<file path="config.mk">
export PLATFORM = sky130hd
export DESIGN_NAME = dma_k_req_sched
export DESIGN_NICKNAME = d
export VERILOG_FILES = /design/src/rtl/dma_k_req_sched_pkg.sv /design/src/rtl/dma_k_req_sched.sv
export SDC_FILE = /design/constraint.sdc
export NUM_CORES = 1
export LEC_CHECK = 0
export ABC_AREA = 1
export CAP_MARGIN = 10
export CORE_MARGIN = 5
export CORE_UTILIZATION = 35
export CTS_CLUSTER_SIZE = 16
export DETAILED_ROUTE_END_ITERATION = 10
export SYNTH_ARGS = -nofsm -noshare
export SYNTH_HDL_FRONTEND = slang
export SYNTH_SLANG_ARGS = --single-unit
</file>
<file path="constraint.sdc">
create_clock -name clk -period 2.8 [get_ports clk]
set_input_delay 0.56 -clock clk [delete_from_list [all_inputs] [get_ports clk]]
set_output_delay 0.56 -clock clk [all_outputs]
set_load 0.02 [all_outputs]
</file>
<file path="src/rtl/dma_k_req_sched_pkg.sv">
// Shared types and constants for the DMA tile-request scheduler.
// State encoding plus the lane-bytes helper used to size the per-issue shift.
package dma_k_req_sched_pkg;

  typedef enum logic [2:0] {
    ST_IDLE   = 3'd0,
    ST_CALC   = 3'd1,
    ST_ISSUE  = 3'd2,
    ST_SETTLE = 3'd3,
    ST_WAIT   = 3'd4,
    ST_DONE   = 3'd5
  } state_t;

  // Bytes consumed by one issue beat across all lanes.
  function automatic int lane_bytes(input int out_data_width, input int issue_num);
    return (out_data_width / 8) * issue_num;
  endfunction

  localparam int LANE_BYTES_DEFAULT = lane_bytes(16, 4);

endpackage

</file>
<file path="src/rtl/dma_k_req_sched.sv">
// Splits a DMA job descriptor into tile requests for a downstream issue stage.
// Optional macro DMA_K_REQ_SCHED_PERF_EN adds the stall_cycles counter output.
//
// Handshakes: a transfer happens on a rising edge where valid and ready are both 1.
// The side raising valid holds it and its payload stable until that transfer;
// the ready side may change ready freely.
module dma_k_req_sched
  import dma_k_req_sched_pkg::*;
#(
  parameter int ISSUE_NUM      = 4,
  parameter int OUT_DATA_WIDTH = 16,
  parameter int MAX_TILE_BYTES = 4096
) (
  input  logic        clk,
  input  logic        rst,
  input  logic        job_valid,
  output logic        job_ready,
  input  logic [31:0] job_base_addr,
  input  logic [31:0] job_total_bytes,
  input  logic [31:0] job_tile_bytes,
  output logic        req_valid,
  input  logic        req_ready,
  output logic [31:0] req_base_addr,
  output logic [31:0] req_legal_lenth,
  output logic [31:0] req_per_issue_num,
  output logic        busy,
  output logic        job_done,
  output logic [15:0] tile_count,
  output state_t      fsm_state
`ifdef DMA_K_REQ_SCHED_PERF_EN
  ,
  output logic [31:0] stall_cycles
`endif
);

  localparam int LANE_BYTES = lane_bytes(OUT_DATA_WIDTH, ISSUE_NUM);
  localparam int LANE_SHIFT = $clog2(LANE_BYTES);

  if (LANE_BYTES <= 0 || (LANE_BYTES & (LANE_BYTES - 1)) != 0) begin : g_lane_check
    $error("dma_k_req_sched: lane bytes must be a power of two");
  end

  state_t      state, state_d;
  logic [31:0] rem_q, tile_q;
  logic [31:0] tile_len_c, per_issue_c;
  logic        accept, handshake;

  assign accept    = (state == ST_IDLE) && job_valid;
  assign handshake = (state == ST_ISSUE) && req_ready;

  always_comb begin
    tile_len_c  = (tile_q < rem_q) ? tile_q : rem_q;
    // Rounded-up division by the lane bytes, done as add-then-shift.
    per_issue_c = 32'((33'(tile_len_c) + 33'(LANE_BYTES - 1)) >> LANE_SHIFT);
  end

  always_comb begin
    state_d = state;
    case (state)
      ST_IDLE:   if (job_valid) state_d = ST_CALC;
      ST_CALC:   state_d = (rem_q == 32'd0) ? ST_DONE : ST_ISSUE;
      ST_ISSUE:  if (req_ready) state_d = ST_SETTLE;
      ST_SETTLE: state_d = ST_WAIT;
      ST_WAIT:   if (req_ready) state_d = ST_CALC;
      ST_DONE:   state_d = ST_IDLE;
      default:   state_d = ST_IDLE;
    endcase
  end

  always_ff @(posedge clk) begin
    if (rst) begin
      state             <= ST_IDLE;
      rem_q             <= '0;
      tile_q            <= '0;
      req_base_addr     <= '0;
      req_legal_lenth   <= '0;
      req_per_issue_num <= '0;
      tile_count        <= '0;
    end else begin
      state <= state_d;
      if (accept) begin
        req_base_addr <= job_base_addr;
        rem_q         <= job_total_bytes;
        tile_q        <= (job_tile_bytes == 32'd0) ? 32'(MAX_TILE_BYTES) : job_tile_bytes;
        tile_count    <= '0;
      end
      if (state == ST_CALC && rem_q != 32'd0) begin
        req_legal_lenth   <= tile_len_c;
        req_per_issue_num <= per_issue_c;
      end
      if (handshake) begin
        req_base_addr <= req_base_addr + req_legal_lenth;
        rem_q         <= rem_q - req_legal_lenth;
        if (tile_count != 16'hFFFF) tile_count <= tile_count + 16'd1;
      end
    end
  end

`ifdef DMA_K_REQ_SCHED_PERF_EN
  always_ff @(posedge clk) begin
    if (rst || accept) begin
      stall_cycles <= '0;
    end else if ((state == ST_ISSUE && !req_ready) || state == ST_WAIT) begin
      if (stall_cycles != 32'hFFFF_FFFF) stall_cycles <= stall_cycles + 32'd1;
    end
  end
`endif

  assign job_ready = (state == ST_IDLE);
  assign req_valid = (state == ST_ISSUE);
  assign busy      = (state != ST_IDLE);
  assign job_done  = (state == ST_DONE);
  assign fsm_state = state;

endmodule

</file>
# == Word level (Yosys, flattened, before mapping) ==
# Cells that the tools add are included.
# totals
word_cells,45
inputBits,100
out_inout_bits,119
register_bits,177
# classes
n_mux,14
reduce_logical,10
n_lt_le_gt_ge,1
add_sub_neg,4
eq_ne,9
# ops
op,n
$mux 32,6
$logic_not 32->1,2
$mux 16,3
$add 32x3->33 const B,1
$add 32x32->32,1
$lt 32x32->1,1
$reduce_bool 32->1,1
$sub 32x32->32,1
$add 16x1->16 const B,1
$ne 16x16->1 const B,1
$pmux 3 s5,1
$mux 3,4
$eq 3x2->1 const B,2
$eq 3x3->1 const B,2
$ne 2x2->1 const B,2
$eq 3x1->1 const B,1
$logic_and 1x1->1,3
$logic_not 3->1,1
$reduce_and 3->1,1
$reduce_bool 3->1,1
$ne 2x1->1 const B,1
$reduce_bool 2->1,1

# == Longest topological paths before layout ==
# Gate-level depths: netlist of run 1.
# depth
word_depth,5
mapped_depth,25

# == Least setup slack after synthesis of run 1 ==
# Ideal clock, no wire load.
# synth_timing
path_kind,register to register
startpoint,register req_legal_lenth[0]
endpoint,register req_base_addr[24]
path_stages_with_launch,13
required_time_ns,2.668
path_slack_ns,0.143
setup_time_ns,0.132
n_path_buf,0
arrival_time_ns,2.525
path_cell_list,dfxtp_1 > ha_1 > inv_1 > fa_1 > o21ai_0 > a21oi_1 > o21ai_0 > a21oi_1 > o21ai_0 > a21oi_1 > xnor2_1 > o21ai_0 > a21oi_1
# synth_via
elab_chain_cells,2
# synth_lines
item,line,text
"start, declared",dma_k_req_sched.sv:24,"output logic [31:0] req_legal_lenth,"
"start signal, assigned",dma_k_req_sched.sv:88,req_legal_lenth <= tile_len_c;
$add 32x32->32,dma_k_req_sched.sv:92,req_base_addr <= req_base_addr + req_legal_lenth;
$mux 32,dma_k_req_sched.sv:91,if (handshake) begin
"end signal, assigned",dma_k_req_sched.sv:82,req_base_addr <= job_base_addr;
"end signal, assigned",dma_k_req_sched.sv:92,
"end, declared",dma_k_req_sched.sv:23,"output logic [31:0] req_base_addr,"
# No other way between the ends.
# A chain may end at the register's enable or synchronous reset.

# == Worst setup path after layout of run 1 ==
# layout_timing
startpoint,register rem_q[11]
endpoint,register req_per_issue_num[28]
# layout_via
elab_chain_cells,3
word_cells_on_any_way,5
cone_classes,1 x add/sub; 1 x order compare; 1 x mux; 2 x reduce/logical
# layout_lines
item,line,text
"start, declared",dma_k_req_sched.sv:44,"logic [31:0] rem_q, tile_q;"
"start signal, assigned",dma_k_req_sched.sv:83,rem_q <= job_total_bytes;
"start signal, assigned",dma_k_req_sched.sv:93,rem_q <= rem_q - req_legal_lenth;
$lt 32x32->1,dma_k_req_sched.sv:52,tile_len_c = (tile_q < rem_q) ? tile_q : rem_q;
$mux 32,dma_k_req_sched.sv:52,
$add 32x3->33,dma_k_req_sched.sv:54,per_issue_c = 32'((33'(tile_len_c) + 33'(LANE_BYTES - 1)) >> LANE_SHIFT);
"end signal, assigned",dma_k_req_sched.sv:89,req_per_issue_num <= per_issue_c;
"end, declared",dma_k_req_sched.sv:25,"output logic [31:0] req_per_issue_num,"
# Several ways; a longest one is shown, not always the timed one.

==> flow_summary_export.csv, run 1 <==
group,metric,value,unit
clocking,path_clk_slew,0.08,ns
synth,ys_types,49,
die,die_x,200,µm
setup_path,cp-end-kind,"flip-flop",
setup_path,cp.arrival,3.24,ns
setup_path,crit_start,"rem_q[11]$_SDFFE_PP0P_",
timing,slew_headroom,45.1,%
global_routing,grt_pass1_vias,14000,
timing,worst_pin_slew,0.823,ns
timing,hold_viol_final,0,
global_routing,overflow,0,
clocking,clock_path_buffers,2,
global_routing,grt_pass1_wl,79900,µm
route,via_count,14700,
route,ant_nets,0,
clocking,clk-insertion-delay-late,0.45,ns
global_routing,grtUsageTotal,25.7,%
clocking,root_buffer,"clkbuf_16",
die,initial_core_util,35.5,%
layout,fin_nets,2539,
layout,diodes,0,
setup_path,critPathKind,"reg2reg",
synth,synth_area_leaders,"dfxtp_1 28%, nand2_1 11%, a21oi_1 9.8%",
global_routing,antenna_found_initial,1,
clocking,numCtsBuffers,17,
route,wl_per_cell,19.0,µm
synth,synthesis.area,12600,µm²
die,core-area,35600,µm²
synth,synth_seq_cells,177,
power,p_leak,8.39,nW
clocking,cts_sinks,177,
timing,fmax,347,MHz
synth,synth_most_common_cell,"nand2_1",
setup_path,path_max_fanout,6,
route,drtIter0Drc,945,
hold_path,worstHoldStart,"req_per_issue_num[29]$_SDFFE_PP0P_",
setup_path,crit_path_frequent_cell,"nand2_1",
synth,synth_cells,1907,
timing,setup_viol,16,
hold_path,hp-class,"reg2reg",
setup_path,crit_path_max_incr_delay,0.33,ns
clocking,cts_tree,"built",
route,drc,0,
run_status,status,"complete, but fails checks",
setup_path,rr_worst_depth,20,
hold_path,min_path_cells,2,
die,rows,69,
die,fp.dieArea,40000,µm²
synth,ys_warn_count,0,
layout,drive_gt1_share,24.2,%
setup_path,r2r_start,"rem_q[11]$_SDFFE_PP0P_",
route,routed_wl,53600,µm
setup_path,cp_slowest_cell,"dfxtp_1",
layout,area_delta_synth_final,50.8,%
die,ioPinCount,219,
timing,worst_slack,-0.0780,ns
timing,finalCritPeriodShare,103,%
timing,skew,0.0144,ns
setup_path,startpoint_type,"flip-flop",
layout,register_area,3580,µm²
placement,port_buffers,216,
run_status,violations,"setup timing",
synth,synth-edff-count,0,
power,power_density,767,nW/µm²
synth,ys_seq_area_share,28.0,%
route,dr.pass1.iters,5,
layout,multiInputGateArea,8820,µm²
synth,netlist_top_cells_count,"377 x nand2_1, 247 x a21oi_1, 235 x inv_1",
placement,place_inst,2737,
layout,fill_cells,3520,
synth,syn_area_per_cell,6.63,µm²
global_routing,grt_max_degree,61,
setup_path,worstPathCellList,"inv_1 > ha_1 > a21oi_1 > o21ai_1 > a21oi_2 > nand2_2 > nand2_8 > buf_12 > nand2_8 > nand2_4 > o21ai_4 > nor2_4 > buf_6 > nand3b_1 > nor2_2 > nand2_1 > nand2_1 > nand3_1 > nand2_1 > inv_1",
power,ir_drop,0.489,mV
timing,fin_crit,2.88,ns
layout,layout.cells.non_filler,2817,
placement,gp_congestion,0.989,
timing,rsz0062_at_grt,"yes",
job,cap_violations,0,
die,fp.dieH,200,µm
route,via_per_inst,5.21,
clocking,htree_levels,4,
timing,drv_slew,0,
synth,synthArstFlopShare,0,%
synth,synth_flop_cell,"dfxtp_1",
synth,yosysTopAreaCell,"dfxtp_1",
synth,synth.top_cell.area_share,28.0,%
placement,hpwl,40900,µm
power,p_total,14.6,mW
setup_path,critPathRequiredTime,3.16,ns
## cell type report
class | count | area share (%)
Inverter | 239 | 4.72
Clock inverter | 12 | 0.827
Clock buffer | 20 | 2.34
Sequential cell | 177 | 18.8
Multi-Input combinational cell | 1416 | 46.3
Timing Repair Buffer | 492 | 24.0
Tap cell | 461 | 3.03
## per-stage QoR
step | setup WS, ns | hold slack [ns] | instance area (µm²) | util [%] | TNS, ns
3_3_place_gp | -0.399 | 0.459 | 16900 | 47.4 | -2.74
5_1_grt | -0.204 | 0.505 | 19100 | 53.6 | -3.95
3_5_place_dp | -0.396 | 0.467 | 16900 | 47.4 | -3.77
6_report | -0.0780 | 0.474 | 19100 | 53.6 | -0.744
2_1_floorplan | 0.143 | 0.444 | 12600 | - | 0
4_1_cts | 0.00272 | 0.477 | 18200 | 51.1 | 0
## metal layers
metal  wire, µm  track usage, %  vias to the layer above
met5         11               0                        -
met4       1420            7.57                        2
met3       3400            4.20                       74
met2      24000            40.4                      443
met1      24800            36.4                     6897
li1           -               -                     7266
## placed cells by master, fill, tap and decap left out, types with 44 or more instances in the layout
master	instances
a21oi_1	233
buf_4	240
clkdlybuf4s50_1	215
dfxtp_1	148
ha_1	78
inv_1	210
nand2_1	310
nand2_2	54
nand3_1	64
nor2_1	158
o21ai_0	117
o21bai_1	44
## path summary, 6_finish.rpt
path | slack, ns | to
setup reg to reg | -0.08 | req_per_issue_num[28]$_SDFFE_PP0P_
setup / recovery | -0.08 | req_per_issue_num[28]$_SDFFE_PP0P_
hold reg to reg | 0.47 | req_per_issue_num[29]$_SDFFE_PP0P_
hold / removal | 0.47 | req_per_issue_num[29]$_SDFFE_PP0P_
## what timing repair did
item / CTS / global route
endpoints found under the setup margin: 38 / 59
cloned: 3 / 3
buffers inserted: 22 / 22
resized for setup: 119 / 187
pin swaps: 56 / 89
hold buffers: 0 / 0
hold endpoints to repair: 0 / 0
## report_power, final
group	total, mW	switching (mW)	internal [mW]
combinational	8.77	4.90	3.88
sequential	3.26	0.347	2.92
clock	2.58	1.15	1.44
total	14.6	6.39	8.23
## state kept, by name (all words and copies together) (netlist names)
name,flops
rem_q,32
req_per_issue_num,30
req_legal_lenth,32
fsm_state,3
tile_count,16
req_base_addr,32
tile_q,32
## kinds of logic (layout without fill, tap and decap cells)
| kind of cell | Yosys count | after routing | share of synthesized area (%) |
|---|---|---|---|
| AND/OR/NAND/NOR | 744 | 747 | 25.3 |
| AO/OA/AOI/OAI | 529 | 529 | 24.1 |
| buffers and inverters | 318 | 763 | 10.1 |
| flip-flops | 177 | 177 | 28.0 |
| adder cells (fa/ha/maj) | 96 | 96 | 9.62 |
| XOR/XNOR | 42 | 42 | 2.91 |
| other | 1 | 2 | 0.0297 |
## critical path, delay by kind of cell (launching register included)
family | cells | cell delay [ns]
fa+ha+maj | 1 | 0.31
flops | 1 | 0.33
compound gates | 4 | 0.56
simple gates | 11 | 1.24
buf+inv | 4 | 0.34
No activity file was read; power rests on OpenSTA's default activity.
==> inputs of run 2 (changes only) <==
- SKIP_LAST_GASP: not set -> 1
==> run 2 against run 1 <==
  * The run still ends with setup timing left
  * Maximum frequency increased by 0.48%
  * Wire length is 0.26% lower
  * Sequential share of layout area is essentially flat
  * Critical endpoint is now req_per_issue_num[26]$_SDFFE_PP0P_
  * Setup slack better by 0.014 ns
==> flow_summary_export.csv, run 2 (same netlist as run 1, synthesis figures left out) <==
group,metric,value,unit
power,power_density,767,nW/µm²
power,power.switching,6.37,mW
setup_path,cp-end-kind,"flip-flop",
setup_path,worst-path-stages,21,
global_routing,antenna_found_initial,1,
setup_path,critPathKind,"reg2reg",
route,via_per_inst,5.21,
setup_path,crit_path_frequent_cell,"nand2_1",
timing,worst_slack,-0.0642,ns
layout,design_area,19000,µm²
job,cap_violations,0,
global_routing,grt_pass1_wl,79900,µm
placement,place_inst,2737,
global_routing,grt_max_degree,61,
power,p_clk_share,17.7,%
setup_path,critPathRequiredTime,3.16,ns
layout,layout.cells.non_filler,2817,
setup_path,r2r_start,"rem_q[19]$_SDFFE_PP0P_",
timing,drv_slew,0,
power,p_total,14.6,mW
die,initial_core_util,35.5,%
timing,setup_tns,-0.595,ns
run_status,violations,"setup timing",
timing,skew,0.0145,ns
setup_path,cp_slowest_cell,"dfxtp_2",
route,wl_per_cell,19.0,µm
placement,port_buffers,216,
die,ioPinCount,219,
layout,mostFrequentLayoutCells,"314 x nand2_1, 241 x buf_4, 233 x a21oi_1",
power,ir_drop,0.487,mV
layout,utilization,53.5,%
timing,finalCritPeriodShare,102,%
clocking,cts_tree,"built",
hold_path,min_to,"req_per_issue_num[29]$_SDFFE_PP0P_",
power,internal-power,8.22,mW
route,drc,0,
power,comb_power_share,60.0,%
setup_path,cp.arrival,3.22,ns
setup_path,path_delay_family,"simple AND/OR/NAND/NOR gates",
timing,holdWs,0.473,ns
hold_path,hp-class,"reg2reg",
clocking,path_clk_slew,0.08,ns
global_routing,grtUsageTotal,25.7,%
setup_path,path_max_fanout,6,
route,routed_wl,53500,µm
clocking,cts_sinks,177,
route,via_count,14700,
timing,setup_viol,17,
route,drtIter0Drc,1024,
timing,hold_viol_final,0,
placement,placed_cell_area,16900,µm²
die,rows,69,
placement,post-place-ws,-0.396,ns
layout,fin_nets,2539,
placement,hpwl,40900,µm
placement,gp_congestion,0.989,
clocking,htree_levels,4,
route,dr.pass1.iters,5,
layout,diodes,0,
layout,area_delta_synth_final,50.6,%
power,switching_share,43.7,%
layout,multiInputGateArea,8800,µm²
die,core-area,35600,µm²
timing,slew_headroom,44.8,%
clocking,root_buffer,"clkbuf_16",
setup_path,worstPathCellList,"inv_1 > ha_4 > a21oi_1 > o21ai_0 > nand2_1 > a21oi_2 > nor2_4 > buf_12 > nand2_8 > buf_4 > nand2_1 > nand2_2 > nand3_4 > nand2_4 > nor2_4 > buf_12 > nand3_4 > nor2_4 > nand2_1 > nand2_1 > nor2_1",
timing,rsz0062_at_grt,"yes",
clocking,clk-insertion-delay-late,0.45,ns
global_routing,grt_pass1_vias,14000,
setup_path,crit_path_max_incr_delay,0.33,ns
route,ant_nets,0,
power,seq_power_share,22.3,%
hold_path,worstHoldStart,"req_per_issue_num[29]$_SDFFE_PP0P_",
clocking,numCtsBuffers,17,
run_status,status,"complete, but fails checks",
power,p_leak,8.38,nW
layout,final_common_cell,"nand2_1",
global_routing,overflow,0,
timing,fmax,349,MHz
setup_path,startpoint_type,"flip-flop",
layout,fill_cells,3517,
die,fp.dieArea,40000,µm²
setup_path,r2r_end,"req_per_issue_num[26]$_SDFFE_PP0P_",
setup_path,path_buf_inv,4,
layout,register_area,3580,µm²
hold_path,min_path_cells,2,
timing,worst_pin_slew,0.827,ns
clocking,clock_path_buffers,2,
die,die_x,200,µm
timing,fin_crit,2.86,ns
setup_path,rrSetupSlack,-0.06,ns
layout,drive_gt1_share,23.9,%
setup_path,rr_worst_depth,21,
die,fp.dieH,200,µm
[run 2: metal layers]
layer / up-vias / GRT usage, % / routed length [µm]
li1: 7272 / - / -
met1: 6867 / 36.4 / 24800
met2: 453 / 40.4 / 23700
met3: 70 / 4.20 / 3430
met4: 2 / 7.57 / 1580
met5: - / 0 / 11
[run 2: power groups by stage]
stage / registers, mW / clock network (mW) / logic [mW]
after floorplan: 3.50 / 0 / 3.84
after global placement: 3.26 / 0 / 7.31
after detailed placement: 3.27 / 0 / 7.36
after CTS: 3.24 / 2.62 / 7.97
after global routing: 3.30 / 2.73 / 9.46
final: 3.26 / 2.58 / 8.75
[run 2: final cells by class]
| class | count | area share (%) |
|---|---|---|
| sequential | 177 | 18.8 |
| inverter | 239 | 4.73 |
| tap | 461 | 3.03 |
| timing repair buffer | 492 | 24.0 |
| clock buffer | 20 | 2.35 |
| multi-input combinational | 1416 | 46.2 |
| clock inverter | 12 | 0.828 |
[run 2: how the worst max path moves through the flow]
stage,startpoint,to
finish,rem_q[19]$_SDFFE_PP0P_,req_per_issue_num[26]$_SDFFE_PP0P_
global route,rem_q[30]$_SDFFE_PP0P_,req_per_issue_num[24]$_SDFFE_PP0P_
CTS,rem_q[15]$_SDFFE_PP0P_,req_per_issue_num[14]$_SDFFE_PP0P_
detailed placement,req_legal_lenth[0]$_SDFFE_PP0P_,rem_q[28]$_SDFFE_PP0P_
global placement,req_legal_lenth[0]$_SDFFE_PP0P_,rem_q[30]$_SDFFE_PP0P_
floorplan,req_legal_lenth[0]$_SDFFE_PP0P_,req_base_addr[24]$_SDFFE_PP0P_
[run 2: what timing repair did]
action / CTS / global route
setup endpoints to repair: 38 / 59
hold buffers: 0 / 0
buffers inserted: 22 / 22
gates resized for setup: 119 / 179
cloned: 3 / 3
pin swaps: 56 / 88
[run 2: worst reg2reg max path: cells and delay by family, from the launching register on]
| kind | cells | cell delay [ns] |
|---|---|---|
| adder cells (fa/ha/maj) | 1 | 0.23 |
| flip-flops | 1 | 0.33 |
| buffers and inverters | 4 | 0.63 |
| AO/OA/AOI/OAI | 3 | 0.28 |
| AND/OR/NAND/NOR | 13 | 1.30 |
